==> src/rtl/ps2_key_encoder.sv <==
// PS/2 keyboard receiver producing the 11-bit toggle-event ps2_key bus.
// Pins are synchronised and glitch-filtered. Frames are deserialised on the
// filtered falling edges. A prefix FSM folds E0/F0/E1 sequences into
// single key events.
module ps2_key_encoder #(
    parameter int FILTER_LEN = 8,
    parameter int TIMEOUT    = 12000
) (
    input  logic        clk_sys,
    input  logic        reset,
    input  logic        ps2_clk_in,
    input  logic        ps2_data_in,
    output logic [10:0] ps2_key,
    output logic        frame_err
);

    localparam int FW = $clog2(FILTER_LEN + 1);
    localparam int TW = $clog2(TIMEOUT + 1);

    typedef enum logic [2:0] {
        ST_IDLE,
        ST_EXT,
        ST_BRK,
        ST_EXT_BRK,
        ST_PAUSE
    } state_t;

    logic          clk_meta_q, clk_meta_d, clk_sync_q, clk_sync_d;
    logic          data_meta_q, data_meta_d, data_sync_q, data_sync_d;
    logic          filt_clk_q, filt_clk_d;
    logic [FW-1:0] filt_cnt_q, filt_cnt_d;
    logic          fall_edge;
    logic [3:0]    bit_cnt_q, bit_cnt_d;
    logic [9:0]    shift_q, shift_d;
    logic [TW-1:0] to_cnt_q, to_cnt_d;
    logic          byte_valid_q, byte_valid_d;
    logic [7:0]    byte_q, byte_d;
    logic          rx_err;
    logic          frame_err_q, frame_err_d;
    state_t        state_q, state_d;
    logic [2:0]    skip_q, skip_d;
    logic [10:0]   ps2_key_q, ps2_key_d;
    logic          emit, emit_ext, emit_pressed;
    logic [7:0]    emit_code;

    // Synchronise the pins and debounce the PS/2 clock into a clean level
    always_comb begin
        clk_meta_d  = ps2_clk_in;
        clk_sync_d  = clk_meta_q;
        data_meta_d = ps2_data_in;
        data_sync_d = data_meta_q;
        filt_clk_d  = filt_clk_q;
        filt_cnt_d  = '0;
        if (clk_sync_q != filt_clk_q) begin
            if (filt_cnt_q == FW'(FILTER_LEN - 1)) begin
                filt_clk_d = clk_sync_q;
            end else begin
                filt_cnt_d = filt_cnt_q + FW'(1);
            end
        end
        fall_edge = filt_clk_q & ~filt_clk_d;
    end

    // Shift in frame bits on falling edges, validate the frame, abort stalled frames
    always_comb begin
        bit_cnt_d    = bit_cnt_q;
        shift_d      = shift_q;
        to_cnt_d     = to_cnt_q;
        byte_valid_d = 1'b0;
        byte_d       = byte_q;
        rx_err       = 1'b0;
        if (fall_edge) begin
            to_cnt_d = '0;
            if (bit_cnt_q == 4'd10) begin
                bit_cnt_d = 4'd0;
                if (!shift_q[0] && data_sync_q && (^shift_q[9:1])) begin
                    byte_valid_d = 1'b1;
                    byte_d       = shift_q[8:1];
                end else begin
                    rx_err = 1'b1;
                end
            end else begin
                shift_d   = {data_sync_q, shift_q[9:1]};
                bit_cnt_d = bit_cnt_q + 4'd1;
            end
        end else if (bit_cnt_q != 4'd0) begin
            if (to_cnt_q == TW'(TIMEOUT - 1)) begin
                to_cnt_d  = '0;
                bit_cnt_d = 4'd0;
                rx_err    = 1'b1;
            end else begin
                to_cnt_d = to_cnt_q + TW'(1);
            end
        end else begin
            to_cnt_d = '0;
        end
        frame_err_d = rx_err;
    end

    // Prefix FSM: fold E0/F0/E1 prefixes into one key event per keystroke
    always_comb begin
        state_d      = state_q;
        skip_d       = skip_q;
        ps2_key_d    = ps2_key_q;
        emit         = 1'b0;
        emit_ext     = 1'b0;
        emit_pressed = 1'b0;
        emit_code    = byte_q;
        if (rx_err) begin
            state_d = ST_IDLE;
            skip_d  = 3'd0;
        end else if (byte_valid_q) begin
            case (state_q)
                ST_IDLE: begin
                    if (byte_q == 8'hE0) begin
                        state_d = ST_EXT;
                    end else if (byte_q == 8'hF0) begin
                        state_d = ST_BRK;
                    end else if (byte_q == 8'hE1) begin
                        state_d = ST_PAUSE;
                        skip_d  = 3'd7;
                    end else begin
                        emit         = 1'b1;
                        emit_pressed = 1'b1;
                    end
                end
                ST_EXT: begin
                    if (byte_q == 8'hF0) begin
                        state_d = ST_EXT_BRK;
                    end else if (byte_q != 8'hE0) begin
                        emit         = 1'b1;
                        emit_ext     = 1'b1;
                        emit_pressed = 1'b1;
                    end
                end
                ST_BRK: begin
                    emit = 1'b1;
                end
                ST_EXT_BRK: begin
                    emit     = 1'b1;
                    emit_ext = 1'b1;
                end
                ST_PAUSE: begin
                    skip_d = skip_q - 3'd1;
                    if (skip_q == 3'd1) begin
                        emit         = 1'b1;
                        emit_ext     = 1'b1;
                        emit_pressed = 1'b1;
                        emit_code    = 8'h77;
                    end
                end
                default: state_d = ST_IDLE;
            endcase
            if (emit) begin
                state_d = ST_IDLE;
                if (!(emit_ext && (emit_code == 8'h12 || emit_code == 8'h59))) begin
                    ps2_key_d = {~ps2_key_q[10], emit_pressed, emit_ext, emit_code};
                end
            end
        end
    end

    // State registers with synchronous reset
    always_ff @(posedge clk_sys) begin
        if (reset) begin
            clk_meta_q   <= 1'b1;
            clk_sync_q   <= 1'b1;
            data_meta_q  <= 1'b1;
            data_sync_q  <= 1'b1;
            filt_clk_q   <= 1'b1;
            filt_cnt_q   <= '0;
            bit_cnt_q    <= 4'd0;
            shift_q      <= '0;
            to_cnt_q     <= '0;
            byte_valid_q <= 1'b0;
            byte_q       <= 8'd0;
            frame_err_q  <= 1'b0;
            state_q      <= ST_IDLE;
            skip_q       <= 3'd0;
            ps2_key_q    <= 11'd0;
        end else begin
            clk_meta_q   <= clk_meta_d;
            clk_sync_q   <= clk_sync_d;
            data_meta_q  <= data_meta_d;
            data_sync_q  <= data_sync_d;
            filt_clk_q   <= filt_clk_d;
            filt_cnt_q   <= filt_cnt_d;
            bit_cnt_q    <= bit_cnt_d;
            shift_q      <= shift_d;
            to_cnt_q     <= to_cnt_d;
            byte_valid_q <= byte_valid_d;
            byte_q       <= byte_d;
            frame_err_q  <= frame_err_d;
            state_q      <= state_d;
            skip_q       <= skip_d;
            ps2_key_q    <= ps2_key_d;
        end
    end

    assign ps2_key   = ps2_key_q;
    assign frame_err = frame_err_q;

endmodule

==> config.mk <==
export PLATFORM = sky130hd
export DESIGN_NAME = ps2_key_encoder
export DESIGN_NICKNAME = d
export VERILOG_FILES = /design/src/rtl/ps2_key_encoder.sv
export SDC_FILE = /design/constraint.sdc
export NUM_CORES = 1
export LEC_CHECK = 0
export CAP_MARGIN = 20
export CORE_MARGIN = 2
export CORE_UTILIZATION = 35
export DETAILED_ROUTE_END_ITERATION = 10
export DONT_BUFFER_PORTS = 1
export PLACE_DENSITY = 0.46
export SLEW_MARGIN = 20
export SYNTH_ARGS = -nofsm -noshare
export SYNTH_HDL_FRONTEND = slang
export SYNTH_SLANG_ARGS = --single-unit
==> constraint.sdc <==
create_clock -name clk_sys -period 2.9 [get_ports clk_sys]
set_clock_uncertainty 0.2 [all_clocks]
set_input_delay 0.725 -clock clk_sys [delete_from_list [all_inputs] [get_ports clk_sys]]
set_output_delay 0.725 -clock clk_sys [all_outputs]
set_load 0.02 [all_outputs]
---- Yosys cells after proc, flatten, opt, wreduce, memory -nomap -nowiden ----
Index checks and enable logic that the tools add are counted.
storage, ports and cells
  word-level logic and storage cells ...... 111
  register bits ........................... 64
  bits of input ports ..................... 4
  output and inout port bits .............. 12
cells by class
  eq/ne operators ......................... 21
  multiplexer cells ....................... 39
  bitwise gates (word level) .............. 9
  add/sub/neg operators ................... 4
  reductions and logical operators ........ 23
operators by type and width
  kind                   count
  $mux 8                 4
  $eq 8x8->1 const B     3
  $mux 3                 8
  $mux 1                 18
  $mux 4                 4
  $add 14x1->14 const B  1
  $eq 14x14->1 const B   1
  $pmux 3 s3             1
  $reduce_or 3->1        3
  $reduce_xor 9->1       1
  $add 4x1->4 const B    2
  $eq 8x5->1 const B     1
  $eq 8x7->1 const B     1
  $ne 8x8->1 const B     1
  $not 1->1              8
  $reduce_and 4->1       2
  $eq 3x1->1 const B     2
  $eq 3x2->1 const B     2
  $ne 2x2->1 const B     3
  $pmux 1 s3             2
  $pmux 3 s2             1
  $reduce_bool 2->1      3
  $ne 5x5->1 const B     1
  $reduce_and 5->1       1
  other kinds (18)       22

---- Depth between registers and ports, before layout ----
Gate-level depths: netlist of the first run.
  depth in word-level cells ............... 12
  mapped depth ............................ 8

---- Least setup slack after synthesis of the first run ----
OpenSTA, ideal clock, no wires.
  kind .................................... flip-flop to flip-flop
  start ................................... register byte_q[0]
  end ..................................... register ps2_key_q[9], in the netlist ps2_key[9]
  period minus slack after synthesis ...... 2276 ps
  cell stages (with the launch flop) ...... 7
  arrival time ............................ 1955 ps
  setup slack ............................. 624 ps
  setup time .............................. 121 ps
  required time ........................... 2579 ps
  buffers on the path ..................... 1
  path through ............................ dfxtp_1 or4b_1 a2111o_1 o311ai_4 a211o_1 buf_6 mux2_4
on the way
  word-level cells in the longest chain between the ends .. 9
ends and longest elaborated chain
  item                                               RTL line  RTL
  from (decl)                                        37        logic [7:0] byte_q, byte_d;
  from (signal assigned)                             192       byte_q <= byte_d;
  $ne 8x8->1 / $mux 8 (equally long branches)        130, 145
  $mux 1 / $mux 8 (equally long branches)            130, 113
  $mux 1 / $mux 8 (equally long branches)            128, 112
  $pmux 1 s3 / $mux 8 (equally long branches)        113, 109
  $mux 1 (tied with other cells)                     112       end else if (byte_valid_q) begin
  $mux 1 / $logic_or 1x1->1 (equally long branches)  109, 156
  $logic_and 1x1->1                                  156       if (!(emit_ext && (emit_code == 8'h12 || emit_code == 8'h59))) begin
  $not 1->1 (no line)                                n/a
  $reduce_and 4->1 (no line)                         n/a
  to (signal assigned)                               196       ps2_key_q <= ps2_key_d;
  to (decl)                                          42        logic [10:0] ps2_key_q, ps2_key_d;
Several ways; a longest one is shown, not always the timed one. The select of a mux whose other input is x is not followed.
A chain may end at the register's enable or synchronous reset.

---- Worst setup path in the final report of the first run ----
  start ................................... register to_cnt_q[0]
  end ..................................... register ps2_key_q[9], in the netlist ps2_key[9]
on the way
  word-level cells in the longest chain between the ends .. 6
ends and longest elaborated chain
  item                        RTL line  RTL
  from (decl)                 35        logic [TW-1:0] to_cnt_q, to_cnt_d;
  from (signal assigned)      190       to_cnt_q <= to_cnt_d;
  $eq 14x14->1                87        if (to_cnt_q == TW'(TIMEOUT - 1)) begin
  $mux 1                      87
  $mux 1                      86        end else if (bit_cnt_q != 4'd0) begin
  $mux 1                      72        if (fall_edge) begin
  $not 1->1 (no line)         n/a
  $reduce_and 4->1 (no line)  n/a
Every way passes these cells.

==> summary.md, run 1 <==
| Metric | Value |
|---|---|
| H-tree depth | `3` |
| Placed cell areas | `0.003112 sq mm` |
| Worst Hold Depth | `1` |
| Outcome | `finished clean` |
| Tightest Pin Transition | `522.1 ps` |
| Pin count of the biggest net entering global routing | `49` |
| Util after Layout | `39.92%` |
| Register bit total from synthesis | `64` |
| Die Ht | `96.74 um` |
| Post-synth top cells | `dfxtp_1, nor2_1, a21oi_1, nand3_1, o21ai_0` |
| Final worst path period need | `2499 ps` |
| Sw Share | `21.58%` |
| Most common cell in the netlist | `dfxtp_1` |
| Net Sw Power | `0.0003489 W` |
| Syn avg cell area | `9.067 sq um` |
| DRC | `0` |
| First-pass GRT wire length | `10980 um` |
| Pins Over Slew Limit | `0` |
| Share of cells above drive strength 1 | `9.792%` |
| Max stage delay on crit path | `420 ps` |
| Max-slew headroom | `65.00%` |
| Max Fclk | `0.4002 GHz` |
| Async set-reset flop share out of synthesis | `0%` |
| CTS hold repair buffers | `0` |
| Vias in the first global route | `~2200` |
| CTS tree | `done` |
| Max-cap violations | `0` |
| Leading area contributor after synthesis | `dfxtp_1` |
| Cts bufs inserted | `9` |
| TritonRoute pass-1 iters | `4` |
| Comb power frac | `0.7%` |
| Crit. End Element | `flop` |
| # diodes | `0` |
| Seq pwr share | `54.6%` |
| Worst Path Required | `~2900 ps` |
| Clock power frac | `44.7%` |
| Fin crit share | `a little under nine tenths` |
| Peak VDD IR | `a little under 0.2 mV` |
| Post-synthesis cell count | `332` |
| EDFF count, synth | `0` |
| CP cell instances | `ha_1 > nand3_1 > nor4_1 > nor2b_1 > buf_4 > a211o_1 > mux2_4` |
| Kind of critical path | `flop to flop` |
| Detailed-route via count | `2251` |
| Crit-path max FO | `11` |
| Layout Area Growth over Synthesis | `9.518%` |
| # setup viols final | `0` |
| Port bufs | `0` |
| Synth warn | `0` |
| # fillers | `approximately 860` |
| Layout Nets | `343` |
| Row cnt | `33` |
| Worst Path Arrival | `between 2000 and 3000 ps` |
| Die area | `slightly above 0.009 sq mm` |
| Clk buf depth | `2` |
| R2R cell count | `7` |
| Post-DP HPWL | `4206 um` |
| CTS root buf | `clkbuf_8` |
| Final ANT Viol Nets | `0` |
| Syn Nets | `343` |
| Final instance area | `0.003297 sq mm` |
| Chip Width | `96.74 um` |
| Post-CTS setup buffers | `0` |
| Avg WL per Cell | `13.88 um` |
| Initial antenna violation count | `0` |
| Ys flop type | `dfxtp_1` |
| GP Congestion | `0.7504` |
| Unrepaired setup endpoints after global routing | `false` |
| Register area share after synthesis | `42.56%` |
| Clock latency on the worst-skew pair | `340 ps` |
| Fin. Hold Viols | `0` |
| DRT iter0 DRCs | `79` |
| Leakage Power | `1.167 nW` |
| Setup TNS | `0 ps` |
| Power Density | `just under 500 mW/mm^2` |
| DR vias/cell | `approximately 5` |
| Area share of the largest cell type after synthesis | `42.56%` |
| Min-Delay Path Class | `flop to flop` |
| Crit-path slowest cell | `nor4_1` |
| Startpoint Class | `flop` |
| Pint | `0.001268 W` |
| Gr ovfl total | `0` |
| Core footprint | `just over 0.008 sq mm` |
| Sink Count | `between 60 and 70` |
| All-Layer GR Usage | `14.37%` |
| Effective utilization at floorplan | `36.45%` |
| Cell area after synthesis | `0.003010 sq mm` |
| I/O pins | `16` |
| Total wire length | `a little over 6000 um` |
| Post-CTS Resized | `0` |
| Clock-pin slew on the worst setup and hold paths | `70 ps` |
| Top post-synthesis cells by area | `dfxtp_1, nor2_1, mux2i_1` |
| Netlist cell types | `49` |
[critical path: cells and delay by family, from the launching register on]
kind	cells	cell delay (ps)
compound gates	1	280
fa+ha+maj	1	200
buf+inv	1	180
flops	1	380
simple gates	3	810
mux	1	320
[path summary, 6_finish.rpt]
kind	start	to	slack [ps]
worst max-delay path	to_cnt_q[0]	ps2_key[9]	400
worst min-delay path	clk_meta_q	clk_sync_q	220
worst max register to register	to_cnt_q[0]	ps2_key[9]	400
worst min register to register	clk_meta_q	clk_sync_q	220
[cell type report]
type,instances,area [sq um],share of cell area (%)
multi-input cells,238,1613,48.92
flip-flops and latches,64,1281,38.86
clock buffers,14,172.7,5.237
well taps,105,131.4,3.985
inverters,15,56.30,1.708
repair buffers,4,30.03,0.9108
clock inverters,2,12.51,0.3795
[power groups by stage]
stage | registers, W | logic (W) | clock network [W]
after floorplan | 0.000903 | 0.0000168 | 0
final | 0.000883 | 0.0000111 | 0.000722
after CTS | 0.000883 | 0.0000114 | 0.000753
after global routing | 0.000883 | 0.0000123 | 0.000805
after global placement | 0.000903 | 0.0000111 | 0
after detailed placement | 0.000903 | 0.0000114 | 0
[cells in the final DEF (no fill, tap or decap), types with 2 or more instances in the layout]
cell	instances
or3_1	4
a2111oi_0	6
xnor2_1	12
ha_1	7
nand4b_1	3
and4b_1	2
nor2_1	48
a21oi_1	18
or2_2	4
nor3_1	5
a211o_1	2
or3b_2	2
xor2_1	6
o21ai_0	16
buf_4	4
dfxtp_1	64
o21bai_1	2
nor2b_1	8
inv_1	15
nand4_1	7
clkbuf_8	12
nand2_1	7
nand3b_1	7
clkbuf_1	2
nand3_1	17
nor4_1	2
a211oi_1	8
mux2i_1	13
nand2b_1	12
[cell families (layout without fill, tap and decap cells)]
family	Yosys count	count (layout)	share of synthesized area, %
multiplexers	17	17	6.317
adder cells (fa/ha/maj)	7	7	2.909
XOR/XNOR	20	20	6.816
AND/OR/NAND/NOR	135	135	24.11
buffers and inverters	30	35	4.031
flip-flops	64	64	42.56
AO/OA/AOI/OAI	59	59	13.26
[registers in the layout (all words and copies together) (netlist names)]
signal and flops:
byte_q 8, ps2_key 11, bit_cnt_q 4, data_sync_q 1, filt_cnt_q 4, to_cnt_q 14
skip_q 3, data_meta_q 1, shift_q 10, frame_err 1, state_q 3, filt_clk_q 1
byte_valid_q 1, clk_meta_q 1, clk_sync_q 1
[stage by stage]
step                      hold WS [ps]  power (W)  setup slack, ps  instances
after floorplan                  189.5  0.0009193            624.1        332
after global placement           192.2  0.0009141            470.6        426
after detailed placement         196.8  0.0009145            405.9        426
after CTS                        224.3   0.001648            361.5        442
after global routing             217.9   0.001700            154.1        442
final                            222.0   0.001616            401.2        442
[layer usage]
layer  global-route usage (%)  vias to the layer above  wire [um]
met4                    7.151                        0        142
li1                         -                     1168          -
met2                    21.15                       23       2659
met3                    3.324                       13        150
met5                        0                        -          0
met1                    19.71                     1047       3181
(Power assumes the default switching activity.)
==> run 2: changes to the inputs <==
Settings changed: HOLD_SLACK_MARGIN set to 0.12, MAX_ROUTING_LAYER set to met4, PLACE_DENSITY 0.46 to 0.49.
==> summary.md, run 2 (synthesized netlist as in run 1, its figures left out) <==
| Metric | Value |
|---|---|
| Core footprint | `0.008258 sq mm (unchanged)` |
| Tightest Pin Transition | `572.9 ps (+50.83 ps)` |
| DR vias/cell | `5.027 (-1.3%)` |
| Row cnt | `33 (unchanged)` |
| Clk buf depth | `2 (unchanged)` |
| Fin crit share | `87.74% (+1.6 points)` |
| Pin count of the biggest net entering global routing | `49 (unchanged)` |
| Post-DP HPWL | `4146 um (-1.4%)` |
| Sequential cell area | `0.001281 sq mm (unchanged)` |
| Placed cell areas | `0.003104 sq mm (-0.24%)` |
| Final worst path period need | `2545 ps (+45.75 ps)` |
| GP Congestion | `0.7511 (about the same)` |
| Tot Pwr | `0.001552 W (-4.0%)` |
| First-pass GRT wire length | `10600 um (-3.5%)` |
| Pins Over Slew Limit | `0 (unchanged)` |
| Port bufs | `0 (unchanged)` |
| Crit-path slowest cell | `xnor3_2` |
| I/O pins | `16 (unchanged)` |
| # diodes | `0 (unchanged)` |
| Total wire length | `5999 um (-2.2%)` |
| Multi-input gate area | `0.001613 sq mm (unchanged)` |
| Final instance area | `0.003269 sq mm (-0.83%)` |
| DRC | `0 (unchanged)` |
| Crit. End Element | `flop` |
| Kind of critical path | `flop to flop` |
| Chip Width | `96.74 um (unchanged)` |
| Layout Area Growth over Synthesis | `8.604%` |
| Leakage Power | `1.160 nW (-0.59%)` |
| Worst Path Required | `2940 ps (about the same)` |
| Crit-path max FO | `19 (+8)` |
| Layout Nets | `342 (-0.29%)` |
| CTS tree | `done` |
| Setup TNS | `0 ps (unchanged)` |
| Power Density | `474.8 mW/mm^2 (-3.2%)` |
| # setup viols final | `0 (unchanged)` |
| All-Layer GR Usage | `14.17% (-0.20 points)` |
| CTS root buf | `clkbuf_8` |
| Clock-pin slew on the worst setup and hold paths | `70 ps (about the same)` |
| Fin. Hold Viols | `0 (unchanged)` |
| DRT iter0 DRCs | `84 (+6.3%)` |
| CP cell instances | `xor2_1 > xnor3_2 > mux2i_4 > a211o_1 > mux2_4` |
| Largest register FFs | `14 (unchanged)` |
| Sink Count | `64 (unchanged)` |
| Startpoint Class | `flop` |
| Detailed-route via count | `2217 (-1.5%)` |
| H-tree depth | `3 (unchanged)` |
| Die Ht | `96.74 um (unchanged)` |
| Die area | `0.009359 sq mm (unchanged)` |
| Max stage delay on crit path | `480 ps (+60 ps)` |
| Worst Path Arrival | `2580 ps (+50 ps)` |
| Final ANT Viol Nets | `0 (unchanged)` |
| Post-CTS setup buffers | `0 (unchanged)` |
| Outcome | `finished clean` |
| Min-Delay Path Class | `flop to flop` |
| Largest Register | `to_cnt_q` |
| Peak VDD IR | `0.2053 mV (+4.9%)` |
| Effective utilization at floorplan | `36.45% (unchanged)` |
| Delay-heaviest family, CP | `multiplexers` |
| Vias in the first global route | `2202 (+0.59%)` |
| # fillers | `872 (+1.8%)` |
| Max-cap violations | `0 (unchanged)` |
| Unrepaired setup endpoints after global routing | `false` |
| Gr ovfl total | `0 (unchanged)` |
| Post-CTS Resized | `0 (unchanged)` |
| Max-slew headroom | `60.82% (-4.2 points)` |
| TritonRoute pass-1 iters | `4 (unchanged)` |
| CTS hold repair buffers | `0 (unchanged)` |
| Avg WL per Cell | `13.60 um (-2.0%)` |
| Commonest non-fill, non-tap cell in the layout | `dfxtp_1` |
| Buf+Inv Stages, Crit Path | `0 (-1)` |
| Initial antenna violation count | `0 (unchanged)` |
| Max Fclk | `0.3930 GHz (-1.8%)` |
| Most frequent cells in the layout | `dfxtp_1, nor2_1, a21oi_1` |
| Share of cells above drive strength 1 | `9.524% (-0.27 points)` |
| Clock latency on the worst-skew pair | `340 ps (about the same)` |
| Cts bufs inserted | `9 (unchanged)` |
==> run 2: cell count changes in the layout (fill, tap and decap cells not counted) <==
cell,previous run,this run
clkinv_2,1,4
clkbuf_8,12,10
buf_4,4,3
clkinvlp_4,1,0
==> run 2: cell type report <==
cell class,instances,area share [%]
clock buffers,12,4.439
multi-input cells,238,49.33
flip-flops and latches,64,39.19
repair buffers,3,0.6889
inverters,15,1.722
clock inverters,4,0.6123
well taps,105,4.018
==> run 2: per-stage QoR <==
step           hold WS, ps  worst slack [ps]  util [%]  std cells
6_report             207.2             355.4     39.59        441
5_1_grt              225.9             159.9     39.59        441
4_1_cts              209.2             373.4     39.59        441
3_5_place_dp         192.3             384.6     37.59        425
3_3_place_gp         195.2             413.1     37.59        425
2_1_floorplan        189.5             624.1         -        332
==> run 2: routing by layer <==
metal  up-vias  share of wire (%)  track usage (%)
met3        15                2.5            2.673
met4         0                2.1            6.501
met1      1013                 53            18.98
met5         -                  0                -
li1       1167                  -                -
met2        22                 42            20.73
==> run 2: power by group <==
| group | switching, W | internal, W | total, W |
|---|---|---|---|
| Sequential | 0.00000140 | 0.000882 | 0.000883 |
| Clock | 0.000330 | 0.000328 | 0.000658 |
| Combinational | 0.00000505 | 0.00000597 | 0.0000110 |
==> run 2: final timing paths <==
kind / startpoint / end / slack, ps / cells after the start
max reg2reg: shift_q[2] / ps2_key[9] / 360 / 5
max: shift_q[2] / ps2_key[9] / 360 / 5
min: data_meta_q / data_sync_q / 210 / 1
min reg2reg: data_meta_q / data_sync_q / 210 / 1
==> run 2: worst reg2reg max path, cell delays in order, from the launching register on <==
cell	delay [ps]
dfxtp_1	400
xor2_1	170
xnor3_2	480
mux2i_4	460
a211o_1	400
mux2_4	330
==> run 3: changes to the inputs <==
Settings changed: CORE_MARGIN 2 to 10.
==> summary.md, run 3 (synthesized netlist as in run 1, its figures left out) <==
| Metric | Value |
|---|---|
| Row cnt | `33 (unchanged)` |
| DRT iter0 DRCs | `122 (+45%)` |
| Max-cap violations | `0 (unchanged)` |
| Final worst path period need | `2580 ps (+35.85 ps)` |
| Peak VDD IR | `0.2129 mV (+3.7%)` |
| Most frequent cells in the layout | `dfxtp_1, nor2_1, a21oi_1` |
| FF-to-FF Start | `to_cnt_q[0]` |
| Post-DP HPWL | `4242 um (+2.3%)` |
| Max Fclk | `0.3875 GHz (-1.4%)` |
| Max-slew headroom | `62.95% (+2.1 points)` |
| Core footprint | `0.008299 sq mm (+0.50%)` |
| All-Layer GR Usage | `10.22% (-4.0 points)` |
| Post-route insts no fill | `441 (unchanged)` |
| Clock-pin slew on the worst setup and hold paths | `70 ps (about the same)` |
| Worst Hold Path EP | `clk_sync_q` |
| Min-Delay Path Class | `flop to flop` |
| Max stage delay on crit path | `370 ps (-110 ps)` |
| Detailed-route via count | `2283 (+3.0%)` |
| Sink Count | `64 (unchanged)` |
| Buf+Inv Stages, Crit Path | `1 (+1)` |
| Port bufs | `0 (unchanged)` |
| Delay-heaviest family, CP | `simple AND/OR/NAND/NOR gates` |
| Kind of critical path | `flop to flop` |
| Die area | `0.01271 sq mm (+36%)` |
| Pin count of the biggest net entering global routing | `49 (unchanged)` |
| Clk buf depth | `2 (unchanged)` |
| GP Congestion | `0.7594 (+1.1%)` |
| Clock latency on the worst-skew pair | `330 ps (about the same)` |
| I/O pins | `16 (unchanged)` |
| # diodes | `0 (unchanged)` |
| Die Ht | `112.7 um (+17%)` |
| Worst Path Arrival | `2600 ps (+20 ps)` |
| Startpoint Class | `flop` |
| Placed insts | `426 (+0.24%)` |
| Worst hold slack | `208.0 ps (+0.7450 ps)` |
| CP cell instances | `ha_1 > nand3_1 > nor4_1 > buf_4 > nor2b_1 > a211o_1 > mux2_4` |
| Unrepaired setup endpoints after global routing | `false` |
| Final ANT Viol Nets | `0 (unchanged)` |
| R2R cell count | `7 (+2)` |
| CTS hold repair buffers | `0 (unchanged)` |
| Initial antenna violation count | `0 (unchanged)` |
| Power Density | `514.2 mW/mm^2 (+8.3%)` |
| Met3 Resource Use GR | `3.117% (+0.44 points)` |
| Comb power frac | `0.6% (about the same)` |
| Effective utilization at floorplan | `36.27% (-0.18 points)` |
| First-pass GRT wire length | `10520 um (-0.72%)` |
| Avg WL per Cell | `13.85 um (+1.8%)` |
| Pins Over Slew Limit | `0 (unchanged)` |
| Seq pwr share | `51.8% (-5.1 points)` |
| Vias in the first global route | `2171 (-1.4%)` |
| Largest Register | `to_cnt_q` |
| Fin crit share | `88.98% (+1.2 points)` |
| Outcome | `finished clean` |
| Setup TNS | `0 ps (unchanged)` |
| Largest register FFs | `14 (unchanged)` |
| TritonRoute pass-1 iters | `4 (unchanged)` |
| DRC | `0 (unchanged)` |
| Fin. Hold Viols | `0 (unchanged)` |
| Reg2reg end | `ps2_key[9]` |
| Crit-path slowest cell | `dfxtp_1` |
| Net Sw Power | `0.0003386 W (+0.56%)` |
| Pint | `0.001365 W (+12%)` |
| Layout Area Growth over Synthesis | `10.06%` |
| Gr ovfl total | `0 (unchanged)` |
| Crit. End Element | `flop` |
| Tightest Pin Transition | `552.7 ps (-20.20 ps)` |
| Share of cells above drive strength 1 | `9.524% (unchanged)` |
| CTS root buf | `clkbuf_8` |
| Worst Path Required | `2920 ps (-20 ps)` |
| Met2 usage | `15.32% (-5.4 points)` |
| Commonest non-fill, non-tap cell in the layout | `dfxtp_1` |
| Hold path startpoint | `clk_meta_q` |
| DR vias/cell | `5.177 (+3.0%)` |
| # setup viols final | `0 (unchanged)` |
| Crit-path max FO | `8 (-11)` |
| Leakage Power | `1.178 nW (+1.6%)` |
| Gr busiest metal | `met2` |
| Worst Hold Depth | `1 (unchanged)` |
| Cts bufs inserted | `9 (unchanged)` |
| Total wire length | `6109 um (+1.8%)` |
| Chip Width | `112.7 um (+17%)` |
| Sw Share | `19.88% (-1.8 points)` |
| R2r setup slk | `320 ps (-40 ps)` |
| Post-CTS Resized | `0 (unchanged)` |
| Layout Nets | `343 (+0.29%)` |
| Post-CTS setup buffers | `0 (unchanged)` |
| CTS tree | `done` |
| Clock power frac | `47.5% (+5.1 points)` |
| Global Route met1 Usage | `12.73% (-6.3 points)` |
| H-tree depth | `3 (unchanged)` |
-- run 3: changes by cell type in the layout (fill, tap and decap cells not counted) --
cell,previous run,this run
buf_4,3,4
clkinv_2,4,2
clkbuf_8,10,9
bufinv_16,0,2
-- run 3: power by group through the flow --
| stage | clock, W | combinational, W | sequential [W] |
|---|---|---|---|
| 6_report | 0.000810 | 0.0000109 | 0.000883 |
| 3_3_place_gp | 0 | 0.0000111 | 0.000903 |
| 5_1_grt | 0.000882 | 0.0000120 | 0.000882 |
| 4_1_cts | 0.000843 | 0.0000113 | 0.000883 |
| 2_1_floorplan | 0 | 0.0000168 | 0.000903 |
| 3_5_place_dp | 0 | 0.0000112 | 0.000903 |
-- run 3: how the worst max path moves through the flow --
stage                     slack [ps]  depth (start not counted)         end         from
after floorplan                  620                          6  ps2_key[9]    byte_q[0]
after global placement           390                          5  ps2_key[9]   shift_q[3]
after detailed placement         280                          7  ps2_key[9]  to_cnt_q[0]
after CTS                        270                          7  ps2_key[9]  to_cnt_q[0]
after global routing             150                          7  ps2_key[9]  to_cnt_q[0]
final                            320                          7  ps2_key[9]  to_cnt_q[0]
-- run 3: layout make-up --
type	count	area, sq um
Inverter	15	56.30
Sequential cell	64	1281
Tap cell	105	131.4
Multi-Input combinational cell	238	1613
Clock buffer	11	131.4
Clock inverter	4	70.07
Timing Repair Buffer	4	30.03
Fill cell	872	4986
-- run 3: per-stage QoR --
stage | utilization [%] | setup slack (ps) | cell area, sq um | power [W]
6_report | 39.92 | 319.6 | 3313 | 0.001704
3_3_place_gp | 37.49 | 390.4 | 3112 | 0.0009140
2_1_floorplan | - | 624.1 | 3010 | 0.0009193
5_1_grt | 39.92 | 150.7 | 3313 | 0.001776
3_5_place_dp | 37.49 | 277.1 | 3112 | 0.0009143
4_1_cts | 39.92 | 273.2 | 3313 | 0.001737
-- run 3: metal layers --
layer	wire length, um	vias up	share of wire (%)
met2	2856	29	47
met5	0	-	0
met1	2923	1086	48
met4	80	0	1.3
li1	-	1161	-
met3	248	7	4.1
